## config.mk

```make
export PLATFORM = sky130hd
export DESIGN_NAME = pc_gen
export DESIGN_NICKNAME = d
export VERILOG_FILES = /design/src/rtl/pc_pkg.sv /design/src/rtl/pc_gen.sv
export SDC_FILE = /design/constraint.sdc
export NUM_CORES = 1
export LEC_CHECK = 0
export ABC_AREA = 0
export CORE_ASPECT_RATIO = 2
export CORE_MARGIN = 3
export CORE_UTILIZATION = 50
export CTS_BUF_LIST = sky130_fd_sc_hd__clkbuf_2 sky130_fd_sc_hd__clkbuf_4 sky130_fd_sc_hd__clkbuf_8
export DETAILED_ROUTE_END_ITERATION = 10
export PLACE_DENSITY = 0.79
export SLEW_MARGIN = 20
export SYNTH_ARGS = -nofsm -noshare
export SYNTH_HDL_FRONTEND = slang
export SYNTH_SLANG_ARGS = --single-unit
```

## constraint.sdc

```tcl
create_clock -name clk -period 2.1 [get_ports clk]
set_input_delay 0.525 -clock clk [delete_from_list [all_inputs] [get_ports clk]]
set_output_delay 0.525 -clock clk [all_outputs]
set_load 0.01 [all_outputs]
```

## src/rtl/pc_pkg.sv

```systemverilog
// pc_pkg: shared types and helpers for the program-counter generator.
//   pc_state_e       : BOOT -> RUN <-> PEND control states
//   PC_RESET_VEC_DEF : default first fetch address
//   pc_align()       : clears the low 'bits' bits of an address (up to 64-bit)
package pc_pkg;

    typedef enum logic [1:0] {
        PC_BOOT = 2'd0,
        PC_RUN  = 2'd1,
        PC_PEND = 2'd2
    } pc_state_e;

    localparam logic [31:0] PC_RESET_VEC_DEF = 32'h0000_0000;

    function automatic logic [63:0] pc_align(input logic [63:0] addr, input int unsigned bits);
        return addr & ~((64'd1 << bits) - 64'd1);
    endfunction

endpackage

```

## src/rtl/pc_gen.sv

```systemverilog
// pc_gen: parametrised program-counter generator for the core front end.
//
// Ports:
//   clk, rst          core clock, asynchronous active-high reset
//   pc_o              current fetch address (registered)
//   pc_valid_o        pc_o is a valid fetch request (low only while booting)
//   pc_ready_i        fetch accepts pc_o this cycle
//   pc_redirect_o     pc_o is the first address after a redirect
//   jump_en_i         single-cycle redirect request
//   jump_addr_i       redirect target (low ALIGN_BITS bits are cleared)
// Optional (macro PC_MISALIGN_CHK_EN):
//   misalign_o        one-cycle pulse after a jump with nonzero low bits
//   misalign_addr_o   raw address of the most recent misaligned jump
//
// A redirect that arrives while pc_o is stalled (valid & ~ready) is parked in
// a one-entry buffer so pc_o never changes under a pending request; the newest
// parked target wins.
module pc_gen
    import pc_pkg::*;
#(
    parameter int unsigned       ADDR_W     = 32,
    parameter logic [ADDR_W-1:0] RESET_VEC  = ADDR_W'(PC_RESET_VEC_DEF),
    parameter int unsigned       STEP       = 4,
    parameter int unsigned       ALIGN_BITS = 2
) (
    input  logic              clk,
    input  logic              rst,
    output logic [ADDR_W-1:0] pc_o,
    output logic              pc_valid_o,
    input  logic              pc_ready_i,
    output logic              pc_redirect_o,
    input  logic              jump_en_i,
    input  logic [ADDR_W-1:0] jump_addr_i
`ifdef PC_MISALIGN_CHK_EN
    ,
    output logic              misalign_o,
    output logic [ADDR_W-1:0] misalign_addr_o
`endif
);

    pc_state_e         state_q;
    logic [ADDR_W-1:0] pc_q;
    logic              valid_q;
    logic              redir_q;
    logic [ADDR_W-1:0] pend_q;

    logic              accept;
    logic [ADDR_W-1:0] tgt;
    logic [ADDR_W-1:0] pc_step_d;

    assign accept    = valid_q & pc_ready_i;
    assign tgt       = ADDR_W'(pc_align(64'(jump_addr_i), ALIGN_BITS));
    // Wraps modulo 2^ADDR_W by construction.
    assign pc_step_d = pc_q + ADDR_W'(STEP);

    always_ff @(posedge clk or posedge rst) begin
        if (rst) begin
            state_q <= PC_BOOT;
            pc_q    <= RESET_VEC;
            valid_q <= 1'b0;
            redir_q <= 1'b0;
            pend_q  <= '0;
        end else begin
            unique case (state_q)
                PC_BOOT: begin
                    state_q <= PC_RUN;
                    valid_q <= 1'b1;
                    pc_q    <= RESET_VEC;
                end
                PC_RUN: begin
                    if (jump_en_i && (accept || !valid_q)) begin
                        pc_q    <= tgt;
                        redir_q <= 1'b1;
                    end else if (jump_en_i) begin
                        // Stalled: park the target, keep pc_o stable.
                        pend_q  <= tgt;
                        state_q <= PC_PEND;
                    end else if (accept) begin
                        pc_q    <= pc_step_d;
                        redir_q <= 1'b0;
                    end
                end
                PC_PEND: begin
                    if (accept) begin
                        // A jump in the acceptance cycle is newer than the parked one.
                        pc_q    <= jump_en_i ? tgt : pend_q;
                        redir_q <= 1'b1;
                        state_q <= PC_RUN;
                    end else if (jump_en_i) begin
                        pend_q  <= tgt;
                    end
                end
                default: state_q <= PC_BOOT;
            endcase
        end
    end

    assign pc_o          = pc_q;
    assign pc_valid_o    = valid_q;
    assign pc_redirect_o = redir_q;

`ifdef PC_MISALIGN_CHK_EN
    logic              mis_q;
    logic [ADDR_W-1:0] mis_addr_q;
    logic              mis_d;

    // Misaligned exactly when aligning changes the address.
    assign mis_d = jump_en_i & (jump_addr_i != tgt);

    always_ff @(posedge clk or posedge rst) begin
        if (rst) begin
            mis_q      <= 1'b0;
            mis_addr_q <= '0;
        end else begin
            mis_q <= mis_d;
            if (mis_d) mis_addr_q <= jump_addr_i;
        end
    end

    assign misalign_o      = mis_q;
    assign misalign_addr_o = mis_addr_q;
`endif

endmodule

```

# Yosys cells after proc, flatten, opt, wreduce, memory -nomap -nowiden
# Index checks and enable logic that the tools add are counted.
[classes]
n_reduce_logical = 10
bitwise_logic = 1
eq_ne = 8
muxes = 18
n_addsub = 1
[ops]
columns = ["operator", "count"]
rows = [
  ["$mux 32", 7],
  ["$pmux 32 s3", 1],
  ["$pmux 32 s2", 1],
  ["$add 32x3->32 const B", 1],
  ["$ne 2x2->1 const B", 4],
  ["$reduce_and 4->1", 2],
  ["$mux 2", 3],
  ["$ne 3x3->1 const B", 2],
  ["$pmux 2 s3", 1],
  ["$reduce_and 3->1", 2],
  ["$mux 1", 4],
  ["$reduce_bool 3->1", 1],
  ["$eq 2x1->1 const B", 1],
  ["$eq 2x2->1 const B", 1],
  ["$logic_not 2->1", 1],
  ["$pmux 1 s2", 1],
  ["$reduce_bool 2->1", 1],
  ["$and 1x1->1", 1],
  ["$logic_and 1x1->1", 1],
  ["$logic_not 1->1", 1],
  ["$logic_or 1x1->1", 1],
]
[totals]
input_bits = 36
regBits = 68
wordCells = 43
output_inout_bits = 34

# Depth between registers and ports, before layout
[depth]
word_depth = 5
depth_mapped = 10
depth_no_buf = 7

# Worst setup path before layout
# No wires, ideal clock.
[synth_timing]
path_type = "reg-to-reg"
from = "register pc_q[2] (netlist: pc_o[2])"
to = "register pc_q[26] (netlist: pc_o[26])"
path_buffers = 0
path_stages_with_launch = 7
arrival_ps = 2046
path_slack_ps = -72
setup_ps = 126
path_cell_list = "dfrtp_1 -> ha_1 -> nand3_2 -> or4_4 -> nor4_1 -> o21ai_0 -> a221o_1"
[synth_via]
elab_chain_len = 5
[synth_lines]
columns = ["element", "line_no", "text"]
rows = [
  ["start: declaration", "pc_gen.sv:42", "logic [ADDR_W-1:0] pc_q;"],
  ["start signal: assignment", "pc_gen.sv:72", "pc_q <= tgt;"],
  ["start signal: assignment", "pc_gen.sv:79", "pc_q <= pc_step_d;"],
  ["start signal: assignment", "pc_gen.sv:86", "pc_q <= jump_en_i ? tgt : pend_q;"],
  ["$add 32x3->32", "pc_gen.sv:54", "assign pc_step_d = pc_q + ADDR_W'(STEP);"],
  ["$mux 32", "pc_gen.sv:78", "end else if (accept) begin"],
  ["$mux 32", "pc_gen.sv:74", "end else if (jump_en_i) begin"],
  ["$mux 32", "pc_gen.sv:71", "if (jump_en_i && (accept || !valid_q)) begin"],
  ["$pmux 32 s3", "pc_gen.sv:64", "unique case (state_q)"],
]
# No other way between the ends. The select of a mux whose other input is x is not followed.
# A chain may end at the register's enable or synchronous reset.

# Worst setup path after layout
[layout_timing]
from = "register pc_q[2] (netlist: pc_o[2])"
to = "register pc_q[28] (netlist: pc_o[28])"
# The elaborated chain is that of the path after synthesis.

==> results.md <==
* Period utilisation layout at 1.01
* Clock sinks at 68
* DP Area at 0.00529 mm²
* Final nets at 567
* Met2 wire length at 6730 µm
* Most frequent cells in the layout: clkdlybuf4s50_1 (65), dfrtp_1 (63), mux2_2 (60), buf_4 (59), o21ai_0 (41)
* Initial Util at 0.525
* Hold WC Path Type: reg2reg
* DR top layer: met4
* WL final at 12,600 µm
* Dpl cells at 607
* Max Cap Viol at 0
* GP Congestion at 0.928
* RSZ-0062 raised after global routing: yes
* Met3 WL at 609 µm
* Largest net degree at the start of global routing at 26
* Ports at 70
* Avg Vias per Cell at 6.54
* P per Cell Area at 1200 mW/mm²
* CTS Buf Count at 9
* Die Y at 133 µm
* Fillcell total at 549
* Syn Nets at 452
* HPWL Detailed at 8950 µm
* Crit-path max FO at 4
* Root Buffer: clkbuf_8
* Final Setup Violations at 1
* Port Buffer Count at 67
* Worst R2R Setup Slack at -10 ps
* Final Non-Filler Cells at 624
* Post-synth ARST share at 1.00
* Metal1 wirelength at 4690 µm
* Drt pass-1 iters at 5
* GRT Overall Usage at 0.267
* Worst slew pin tran at 492 ps
* Vias in the first global route at 4,135
* Syn avg cell area at 9.85 µm²
* Final worst slack at -11.9 ps
* WL/cell at 20.2 µm
* Most common cell after layout, fill and taps aside: clkdlybuf4s50_1
* Drc violations at 0
* Syn Inst Count at 411
* Sequential share of the synthesized area at 0.420
* Routed Antenna Nets at 0
* Clock slew at reported path FFs at 70 ps
* Final Power at 6800 µW
* Final Skew at 9.98 ps
* Final Hold Fails at 0
* Top FF cell, synth: dfrtp_1
* CORE AREA at 0.00771 mm²
* Max Freq at 0.474 GHz
* Hold_buf cts at 0
* Number of synthesized flops with an enable pin at 0
* Leak at 0.00229 µW
* Worst Setup Start Kind: flop
* Failing checks: setup timing
* Critical Path AT at 2350 ps
* Slew margin rel. at 0.667
* Antenna violations before repair at 0
* Yosys reg bits at 68
* Ant. Diodes at 0
* Congestion Overflow GR at 0
* Hold WS at 489 ps
* Critical Path RT at 2340 ps
* Crit Path Class: reg2reg
* Cell area after layout at 0.00565 mm²
* Final Max Slew Viols at 0
* Worst-Skew Late Latency at 360 ps
* Yosys cell types at 56
* CTS Buffer Depth at 2
* First-pass GRT wire length at 19,900 µm
* Via count at 4,079
* Die ar. at 0.00928 mm²
* CTS tree: built
* Layout area overhead at 39.5%
* Area of the mapped netlist at 0.00405 mm²
* Die width at 69.6 µm
* H-tree depth at 3
* Worst ir drop on vdd at 0.000781 V
* Outcome: finished with violations
* Row count at 45
* Share of cells above drive strength 1 at 0.321
* Yosys warns at 0
* Worst setup EP type: flop
* Initial drt markers at 372
* Fin crit period at 2110 ps
==> critical path, stage by stage (launching register included) <==
cell and delay, ps:
dfrtp_2 390, ha_4 170, nand3_4 80, or4_4 600, nor4_4 330, o21ai_1 130
a221o_1 300
==> layer usage <==
layer  track usage  vias to the layer above
li1              -                     1805
met3        0.0559                       52
met2         0.477                      179
met1         0.290                     2043
met5             0                        -
met4         0.145                        0
==> cell usage after synthesis (3+ instances only) <==
master | number | share of area
dfrtp_1 | 68 | 0.42
nand2_1 | 32 | 0.030
o31a_1 | 6 | 0.013
nor3_1 | 4 | 0.0049
inv_1 | 9 | 0.0083
nand3_1 | 16 | 0.020
nor2_1 | 23 | 0.021
ha_1 | 5 | 0.015
a22oi_1 | 16 | 0.030
nand4_1 | 9 | 0.014
a31oi_1 | 6 | 0.0093
buf_1 | 5 | 0.0046
buf_2 | 5 | 0.0062
nor4_1 | 7 | 0.011
a21oi_1 | 8 | 0.0099
a221o_1 | 3 | 0.0074
a22o_1 | 11 | 0.024
clkbuf_1 | 16 | 0.015
o21ai_0 | 44 | 0.054
a221oi_1 | 4 | 0.0086
o31ai_1 | 3 | 0.0056
nand2b_1 | 3 | 0.0046
o211ai_1 | 3 | 0.0056
mux2_2 | 60 | 0.17
o311ai_0 | 6 | 0.013
==> final timing paths <==
check                           cells after the start        to  startpoint
worst min register to register                      2   pc_o[1]     pc_o[1]
worst max register to register                      6  pc_o[28]     pc_o[2]
worst max-delay path                                6  pc_o[28]     pc_o[2]
min in group asynchronous                           2  pc_o[29]         rst
max in group asynchronous                           3   pc_o[4]         rst
worst min-delay path                                2   pc_o[1]     pc_o[1]
==> logic make-up (layout without fill, tap and decap cells) <==
group,Yosys count,count (layout),synth area share
and+or+nand+nor,114,114,0.145
buffers and inverters,36,155,0.0352
DFF,68,68,0.420
AOI/OAI and AO/OA,127,127,0.215
muxes,60,60,0.167
adders and majority gates,5,5,0.0154
xor gates and xnor gates,1,1,0.00216
==> area by class of cell <==
cell class | count | area, µm² | area share
multi-input combinational | 307 | 2360 | 0.418
sequential | 68 | 1710 | 0.302
timing repair buffer | 131 | 1210 | 0.215
clock buffer | 14 | 180 | 0.0319
tap | 94 | 118 | 0.0208
inverter | 9 | 37.5 | 0.00665
clock inverter | 1 | 30.0 | 0.00532
==> where the power goes <==
group          internal (µW)  total [µW]  switching [µW]
Sequential              1810        2230             426
Combinational           1690        3420            1730
Clock                    667        1150             485
==> flip-flops by register name, indices dropped and copies added (netlist names) <==
name,flops
pc_o,32
pc_redirect_o,1
pc_valid_o,1
pend_q,32
state_q,2
==> stage by stage <==
step	setup TNS, ps	util	setup WS [ps]
6_report	-11.9	0.732	-11.9
5_1_grt	-98.2	0.732	-55.2
4_1_cts	0	0.716	12.1
3_5_place_dp	-12580	0.685	-403
3_3_place_gp	-10240	0.685	-376
2_1_floorplan	0	-	15.7
==> timing repair <==
item	4_1_cts	5_1_grt
pin swaps	0	4
setup buffers	0	2
gates cloned	0	0
setup endpoints to repair	11	40
gates resized for setup	7	28
No activity file was read; power rests on OpenSTA's default activity.
